[config.mk]
export PLATFORM = sky130hd
export DESIGN_NAME = exp_coef_table_flat
export DESIGN_NICKNAME = d
export VERILOG_FILES = /design/src/rtl/exp_coef_table_if.sv /design/src/rtl/exp_coef_table.sv /design/src/flat_wrapper.sv
export SDC_FILE = /design/constraint.sdc
export NUM_CORES = 2
export LEC_CHECK = 0
export ABC_AREA = 1
export CAP_MARGIN = 15
export CORE_MARGIN = 8
export CORE_UTILIZATION = 40
export DETAILED_ROUTE_END_ITERATION = 7
export REMOVE_ABC_BUFFERS = 1
export SKIP_LAST_GASP = 1
export SYNTH_ARGS = -nofsm -noshare
export SYNTH_HDL_FRONTEND = slang
export SYNTH_SLANG_ARGS = --single-unit
[constraint.sdc]
create_clock -name clk -period 4 [get_ports clk]
set_clock_uncertainty 0.2 [all_clocks]
set_input_delay 0.8 -clock clk [delete_from_list [all_inputs] [get_ports clk]]
set_output_delay 0.8 -clock clk [all_outputs]
set_load 0.01 [all_outputs]
[src/rtl/exp_coef_table_if.sv]
// exp_coef_table_if
//   Bundles the coefficient-table ports: the reload write port, the lookup
//   request stream (valid/ready) and the result stream (valid/ready).
//   master : the datapath/loader side (drives writes, requests, out_ready)
//   slave  : the table itself
//   Ports carried:
//     wr_en, wr_addr, wr_data                  reload one entry per cycle
//     in_valid, in_ready, in_addr              lookup request stream
//     out_valid, out_ready                     lookup result stream
//     out_slope, out_intercept, out_perr       result payload
interface exp_coef_table_if #(
  parameter int ADDR_W = 7,
  parameter int HALF_W = 16
);
  logic                  wr_en;
  logic [ADDR_W-1:0]     wr_addr;
  logic [2*HALF_W-1:0]   wr_data;
  logic                  in_valid;
  logic                  in_ready;
  logic [ADDR_W-1:0]     in_addr;
  logic                  out_valid;
  logic                  out_ready;
  logic [HALF_W-1:0]     out_slope;
  logic [HALF_W-1:0]     out_intercept;
  logic                  out_perr;

  modport master (
    output wr_en, wr_addr, wr_data, in_valid, in_addr, out_ready,
    input  in_ready, out_valid, out_slope, out_intercept, out_perr
  );

  modport slave (
    input  wr_en, wr_addr, wr_data, in_valid, in_addr, out_ready,
    output in_ready, out_valid, out_slope, out_intercept, out_perr
  );
endinterface

[src/rtl/exp_coef_table.sv]
// exp_coef_table
//   Runtime-loadable coefficient table for the piecewise-linear exponential
//   unit. Each entry is {slope, intercept}, HALF_W bits each. Lookups flow
//   through a two-stage pipeline:
//     S1 (_p1): requested segment index + valid
//     S2 (_p2): RAM read data + valid, drives the out_* ports
//   One global advance (adv = !out_valid || out_ready) moves both stages, so
//   a stalled consumer freezes the whole pipe and the request port.
//   Writes commit every cycle wr_en is high and are never stalled. A write to
//   the index being read in the same advancing cycle is forwarded into S2
//   (write-first).
//
//   Ports:
//     clk    rising-edge clock
//     reset  synchronous active-high; clears the valid bits only
//     bus    exp_coef_table_if.slave (write port, request and result streams)
//
//   Optional feature, macro EXP_LUT_PARITY_EN:
//     defined   - each entry carries even parity of both halves, checked in
//                 S2 and reported on out_perr together with out_valid
//     undefined - no parity bits stored, out_perr tied to 0
module exp_coef_table #(
  parameter int ADDR_W = 7,
  parameter int HALF_W = 16
) (
  input  logic             clk,
  input  logic             reset,
  exp_coef_table_if.slave  bus
);

  localparam int DEPTH  = 2**ADDR_W;
  localparam int DATA_W = 2*HALF_W;
`ifdef EXP_LUT_PARITY_EN
  localparam int ENT_W  = DATA_W + 2;
`else
  localparam int ENT_W  = DATA_W;
`endif

`ifdef EXP_LUT_PARITY_EN
  // Even parity: the stored bit makes the total count of ones even.
  function automatic logic even_par(input logic [HALF_W-1:0] h);
    return ^h;
  endfunction

  // {slope parity, intercept parity}
  function automatic logic [1:0] pair_par(input logic [DATA_W-1:0] d);
    return {even_par(d[DATA_W-1:HALF_W]), even_par(d[HALF_W-1:0])};
  endfunction
`endif

  // Entry as it is written into the RAM (or forwarded on a collision).
  function automatic logic [ENT_W-1:0] make_entry(input logic [DATA_W-1:0] d);
`ifdef EXP_LUT_PARITY_EN
    return {pair_par(d), d};
`else
    return d;
`endif
  endfunction

  logic [ENT_W-1:0]  mem [DEPTH];

  logic              adv;
  logic              rd_en;
  logic              fwd;

  logic              vld_p1;
  logic [ADDR_W-1:0] addr_p1;
  logic              vld_p2;
  logic [ENT_W-1:0]  ent_p2;

  assign adv   = !vld_p2 || bus.out_ready;
  // Read only when a real request moves into S2; a stall leaves S2 untouched.
  assign rd_en = adv && vld_p1;
  // Same-cycle write to the index being read: S2 takes the new value.
  assign fwd   = bus.wr_en && (bus.wr_addr == addr_p1);

  assign bus.in_ready = adv;

  // Write port: independent of the lookup pipe; ignored while in reset.
  always_ff @(posedge clk) begin
    if (bus.wr_en && !reset)
      mem[bus.wr_addr] <= make_entry(bus.wr_data);
  end

  // ---- S1: request index ----
  always_ff @(posedge clk) begin
    if (reset)
      vld_p1 <= 1'b0;
    else if (adv)
      vld_p1 <= bus.in_valid;
  end

  always_ff @(posedge clk) begin
    if (adv)
      addr_p1 <= bus.in_addr;
  end

  // ---- S2: RAM read data ----
  always_ff @(posedge clk) begin
    if (reset)
      vld_p2 <= 1'b0;
    else if (adv)
      vld_p2 <= vld_p1;
  end

  always_ff @(posedge clk) begin
    if (rd_en)
      ent_p2 <= fwd ? make_entry(bus.wr_data) : mem[addr_p1];
  end

  assign bus.out_valid     = vld_p2;
  assign bus.out_slope     = ent_p2[DATA_W-1:HALF_W];
  assign bus.out_intercept = ent_p2[HALF_W-1:0];

`ifdef EXP_LUT_PARITY_EN
  assign bus.out_perr = vld_p2 && (pair_par(ent_p2[DATA_W-1:0]) != ent_p2[ENT_W-1:DATA_W]);
`else
  assign bus.out_perr = 1'b0;
`endif

endmodule
[src/flat_wrapper.sv]
// flat-port wrapper written by rule: the top's interface ports become plain ports
module exp_coef_table_flat 
#(
  parameter int ADDR_W = 7,
  parameter int HALF_W = 16
)
  (clk, reset, bus_wr_en, bus_wr_addr, bus_wr_data, bus_in_valid, bus_in_addr, bus_out_ready, bus_in_ready, bus_out_valid, bus_out_slope, bus_out_intercept, bus_out_perr);
  exp_coef_table_if #(.ADDR_W(ADDR_W), .HALF_W(HALF_W)) bus_i ();
  input  logic clk;
  input  logic reset;
  input wire logic [$bits(bus_i.wr_en)-1:0] bus_wr_en;
  input wire logic [$bits(bus_i.wr_addr)-1:0] bus_wr_addr;
  input wire logic [$bits(bus_i.wr_data)-1:0] bus_wr_data;
  input wire logic [$bits(bus_i.in_valid)-1:0] bus_in_valid;
  input wire logic [$bits(bus_i.in_addr)-1:0] bus_in_addr;
  input wire logic [$bits(bus_i.out_ready)-1:0] bus_out_ready;
  output wire logic [$bits(bus_i.in_ready)-1:0] bus_in_ready;
  output wire logic [$bits(bus_i.out_valid)-1:0] bus_out_valid;
  output wire logic [$bits(bus_i.out_slope)-1:0] bus_out_slope;
  output wire logic [$bits(bus_i.out_intercept)-1:0] bus_out_intercept;
  output wire logic [$bits(bus_i.out_perr)-1:0] bus_out_perr;
  assign bus_i.wr_en = bus_wr_en;
  assign bus_i.wr_addr = bus_wr_addr;
  assign bus_i.wr_data = bus_wr_data;
  assign bus_i.in_valid = bus_in_valid;
  assign bus_i.in_addr = bus_in_addr;
  assign bus_i.out_ready = bus_out_ready;
  assign bus_in_ready = bus_i.in_ready;
  assign bus_out_valid = bus_i.out_valid;
  assign bus_out_slope = bus_i.out_slope;
  assign bus_out_intercept = bus_i.out_intercept;
  assign bus_out_perr = bus_i.out_perr;
  exp_coef_table #(.ADDR_W(ADDR_W), .HALF_W(HALF_W)) u_core (.clk(clk), .reset(reset), .bus(bus_i));
endmodule
==> qor.csv <==
stage,metric,value,unit
die,Die Area,436900,um2
worst_setup_path,crit path launch type,flip-flop,
global_routing,M2 GR Usage,35.32,%
global_routing,grt met1 use,30.29,%
logic_synthesis,Yosys top cell area share,74.63,%
logic_synthesis,leading area contributor after synthesis,edfxtp_1,
logic_synthesis,"count leader, synth",nand2_1,
worst_setup_path,crit path kind,reg2reg,
run,max-cap violations,0,
layout,nets,13750,
place,Final GP Congestion,0.9256,
worst_setup_path,Critical Path AT,4260,ps
logic_synthesis,top post-synthesis cells by area,"edfxtp_1 (75%), nand3_1 (12%), nand2_1 (9.6%), buf_2 (1.5%), buf_4 (0.69%)",
worst_setup_path,Worst EP required,4640,ps
logic_synthesis,Compound-Gate Fraction of Synth Area,0.01354,%
power_and_ir_drop,LEAKAGE,65.82,nW
hold_path,hold crit path type,in2reg,
logic_synthesis,Avg Inst Size Synth,12.27,um2
logic_synthesis,post-synthesis mux area share,0,%
global_routing,overall routing resource usage,22.28,%
power_and_ir_drop,Combinational Power Share,8.9,%
power_and_ir_drop,Sw Share,24.16,%
detailed_routing,routed vias/inst,5.548,
global_routing,pin count of the biggest net entering global routing,137,
clock_network,TritonCTS Buffers,418,
logic_synthesis,synth warn,0,
clock_network,clock buffer depth,4,
status,status,finished clean,
timing,fin crit period,3619,ps
timing,setup slack after layout,381.0,ps
logic_synthesis,Synth Area in Adders,0,%
worst_setup_path,R2R cell count,13,
die,height of the die,661.0,um
logic_synthesis,Synth Area in Simple Gates,22.14,%
worst_setup_path,RR Endpoint,u_core.ent_p2[21],
detailed_routing,drt drc,0,
place,# placed instances,18780,
logic_synthesis,Main synth FF type,edfxtp_1,
detailed_routing,first drt pass iteration count,8,
power_and_ir_drop,Flop pwr share,50.7,%
timing,Worst-Margin Slew,1150,ps
power_and_ir_drop,switching power,22.91,mW
logic_synthesis,post-synthesis xor/xnor area fraction,0.02106,%
place,dpl ws,350.6,ps
global_routing,first-pass GRT wire length,724300,um
timing,relative slew slack,23.36,%
global_routing,GRT Max-Usage Layer,met2,
die,Die X,661.0,um
power_and_ir_drop,PD cells,497.0,nW/um2
logic_synthesis,synth cell count leaders,"nand2_1 (4271), edfxtp_1 (4135), nand3_1 (4039)",
logic_synthesis,synthesized instance count,13570,
die,num ports,86,
logic_synthesis,ys async rst share,0,%
clock_network,CTS tree,built,
timing,hold slack,47.60,ps
logic_synthesis,Post-synth EDFFs,4135,
clock_network,post-CTS repair timing setup buffer count,0,
die,Starting Density,40.05,%
timing,Final Max Tran Viols,0,
layout,fraction of layout cells with a size suffix above 1,9.310,%
layout,final instance area,190800,um2
logic_synthesis,Yosys cell types,24,
layout,fillcell total,36590,
place,placement-stage cell area,177400,um2
power_and_ir_drop,cell-internal power,71.92,mW
hold_path,Hold Crit Start,bus_wr_data[24],
timing,final setup violating endpoints,0,
logic_synthesis,largest family of logic cells by synthesized area,simple AND/OR/NAND/NOR gates,
timing,fmax,0.2763,GHz
clock_network,Clock Sinks,4144,
power_and_ir_drop,clock power share,40.5,%
clock_network,clock transition at the registers of the reported paths,60,ps
worst_setup_path,Worst Path Max Fanout,56,
global_routing,met3 Use GR,3.194,%
worst_setup_path,Worst Setup End Kind,flip-flop,
timing,final hold violations,0,
timing,fin crit share,90.48,%
hold_path,"Endpoint, Worst Hold",u_core.mem[69][24],
worst_setup_path,R2R setup slack,380,ps
global_routing,vias in the first global route,102200,
detailed_routing,total number of vias,108500,
die,Site Rows,237,
clock_network,htree depth,5,
clock_network,Clock Latency Late Sink,990,ps
detailed_routing,final wirelength,503800,um
timing,unrepaired setup endpoints after global routing,no,
power_and_ir_drop,Tot Pwr,94.83,mW
logic_synthesis,Yosys reg bits,4144,
place,Port Buffers,84,
global_routing,grt total ovfl,0,
detailed_routing,remaining antenna violation count after routing,0,
layout,Syn-to-layout area delta,14.67,%
detailed_routing,WL per Instance,25.76,um
die,core area,415400,um2
layout,filler-free cell count of the finished design,19560,
place,post-detail-place hpwl,284900,um
detailed_routing,initial drt markers,13860,
logic_synthesis,sequential element share of the synthesized area,74.74,%
logic_synthesis,"Cell Area, Synth",166400,um2
hold_path,Hold Path Cell Cnt,1,
global_routing,initial antenna violation count,19,
power_and_ir_drop,worst vdd ir,0.3610,mV
clock_network,Root Buffer Master,clkbuf_16,
-- logic make-up after synthesis --
| family | Yosys count |
|---|---|
| flip-flops | 4144 |
| buffers and inverters | 950 |
| XOR/XNOR | 4 |
| AO/OA/AOI/OAI | 4 |
| AND/OR/NAND/NOR | 8462 |
| other | 1 |
-- per-stage QoR --
stage	setup TNS [ps]	utilization (%)
floorplan	-4302380	-
global placement	0	42.71
detailed placement	0	42.71
CTS	0	45.92
global route	0	45.92
finish	0	45.92
-- layer usage --
layer  wire length [um]  share of wire (%)
met1             201200                 40
met2             232700                 46
met3              41740                8.3
met4              28100                5.6
met5                  9             0.0018
-- registers in the layout, summed over array words and instances, names as in the netlist, named ones only --
register              flops
u_core.bus.out_valid      1
u_core.vld_p1             1
u_core.addr_p1            7
u_core.mem             4096
u_core.ent_p2            32
-- critical path, cell delays in order (launching register included) --
cell	delay (ps)
dfxtp_4	410
inv_16	320
buf_12	250
buf_4	510
nand2_1	100
nand3_1	110
nand3_1	70
nand3_1	110
nand3_1	260
nand3_1	200
nand3_1	500
nand2_1	250
nand2_1	70
nand2_1	60
-- how the worst max path moves through the flow --
stage	from	endpoint	slack, ps	cells past startpoint
floorplan	flip-flop	u_core.ent_p2[0]	-134450	11
global placement	bus_wr_addr[0]	u_core.mem[9][7]	390	7
detailed placement	bus_wr_addr[0]	u_core.mem[9][31]	350	7
CTS	u_core.bus.out_valid	bus_in_ready	540	5
global route	flip-flop	u_core.ent_p2[21]	330	13
finish	flip-flop	u_core.ent_p2[21]	380	13
-- layout by cell type (no fill, tap or decap) --
| cell type | count |
|---|---|
| a211oi_1 | 1 |
| a21oi_1 | 1 |
| buf_12 | 260 |
| buf_4 | 318 |
| buf_6 | 2 |
| bufinv_16 | 35 |
| clkbuf_1 | 96 |
| clkbuf_16 | 426 |
| clkbuf_8 | 3 |
| clkdlybuf4s50_1 | 52 |
| clkinv_1 | 95 |
| clkinv_16 | 4 |
| clkinv_2 | 84 |
| clkinv_4 | 3 |
| clkinv_8 | 7 |
| clkinvlp_4 | 6 |
| conb_1 | 1 |
| dfxtp_1 | 3 |
| dfxtp_4 | 6 |
| diode_2 | 10 |
| dlygate4sd3_1 | 1 |
| edfxtp_1 | 4135 |
| inv_1 | 27 |
| inv_16 | 4 |
| inv_2 | 1 |
| inv_6 | 7 |
| inv_8 | 4 |
| nand2_1 | 4263 |
| nand2_2 | 8 |
| nand3_1 | 4039 |
| nand4_1 | 1 |
| nor2_1 | 11 |
| nor2_2 | 1 |
| nor2_4 | 129 |
| nor3_1 | 9 |
| nor4_1 | 1 |
| o21ai_0 | 2 |
| xnor2_1 | 3 |
| xor2_1 | 1 |
-- what timing repair did --
item | 4_1_cts | 5_1_grt
hold endpoints to repair | 16 | 0
gates resized for setup | 0 | 0
hold buffers | 1 | 0
-- power groups by stage --
stage | Sequential [mW] | Clock (mW) | Combinational [mW]
2_1_floorplan | 49.4 | 0 | 6.09
3_3_place_gp | 49.0 | 0 | 8.25
3_5_place_dp | 49.0 | 0 | 8.30
4_1_cts | 48.0 | 38.8 | 8.33
5_1_grt | 48.0 | 40.4 | 8.98
6_report | 48.0 | 38.4 | 8.40
-- area by class of cell --
cell class | instances | area (um2) | share of cell area, %
flip-flops and latches | 4144 | 124400 | 65.19
well taps | 5497 | 6878 | 3.605
repair buffers | 633 | 8145 | 4.269
clock inverters | 244 | 2248 | 1.178
multi-input cells | 8471 | 37890 | 19.86
inverters | 33 | 176.4 | 0.09247
clock buffers | 525 | 11060 | 5.798
diodes | 10 | 25.02 | 0.01312
No activity file was read; power rests on OpenSTA's default activity.
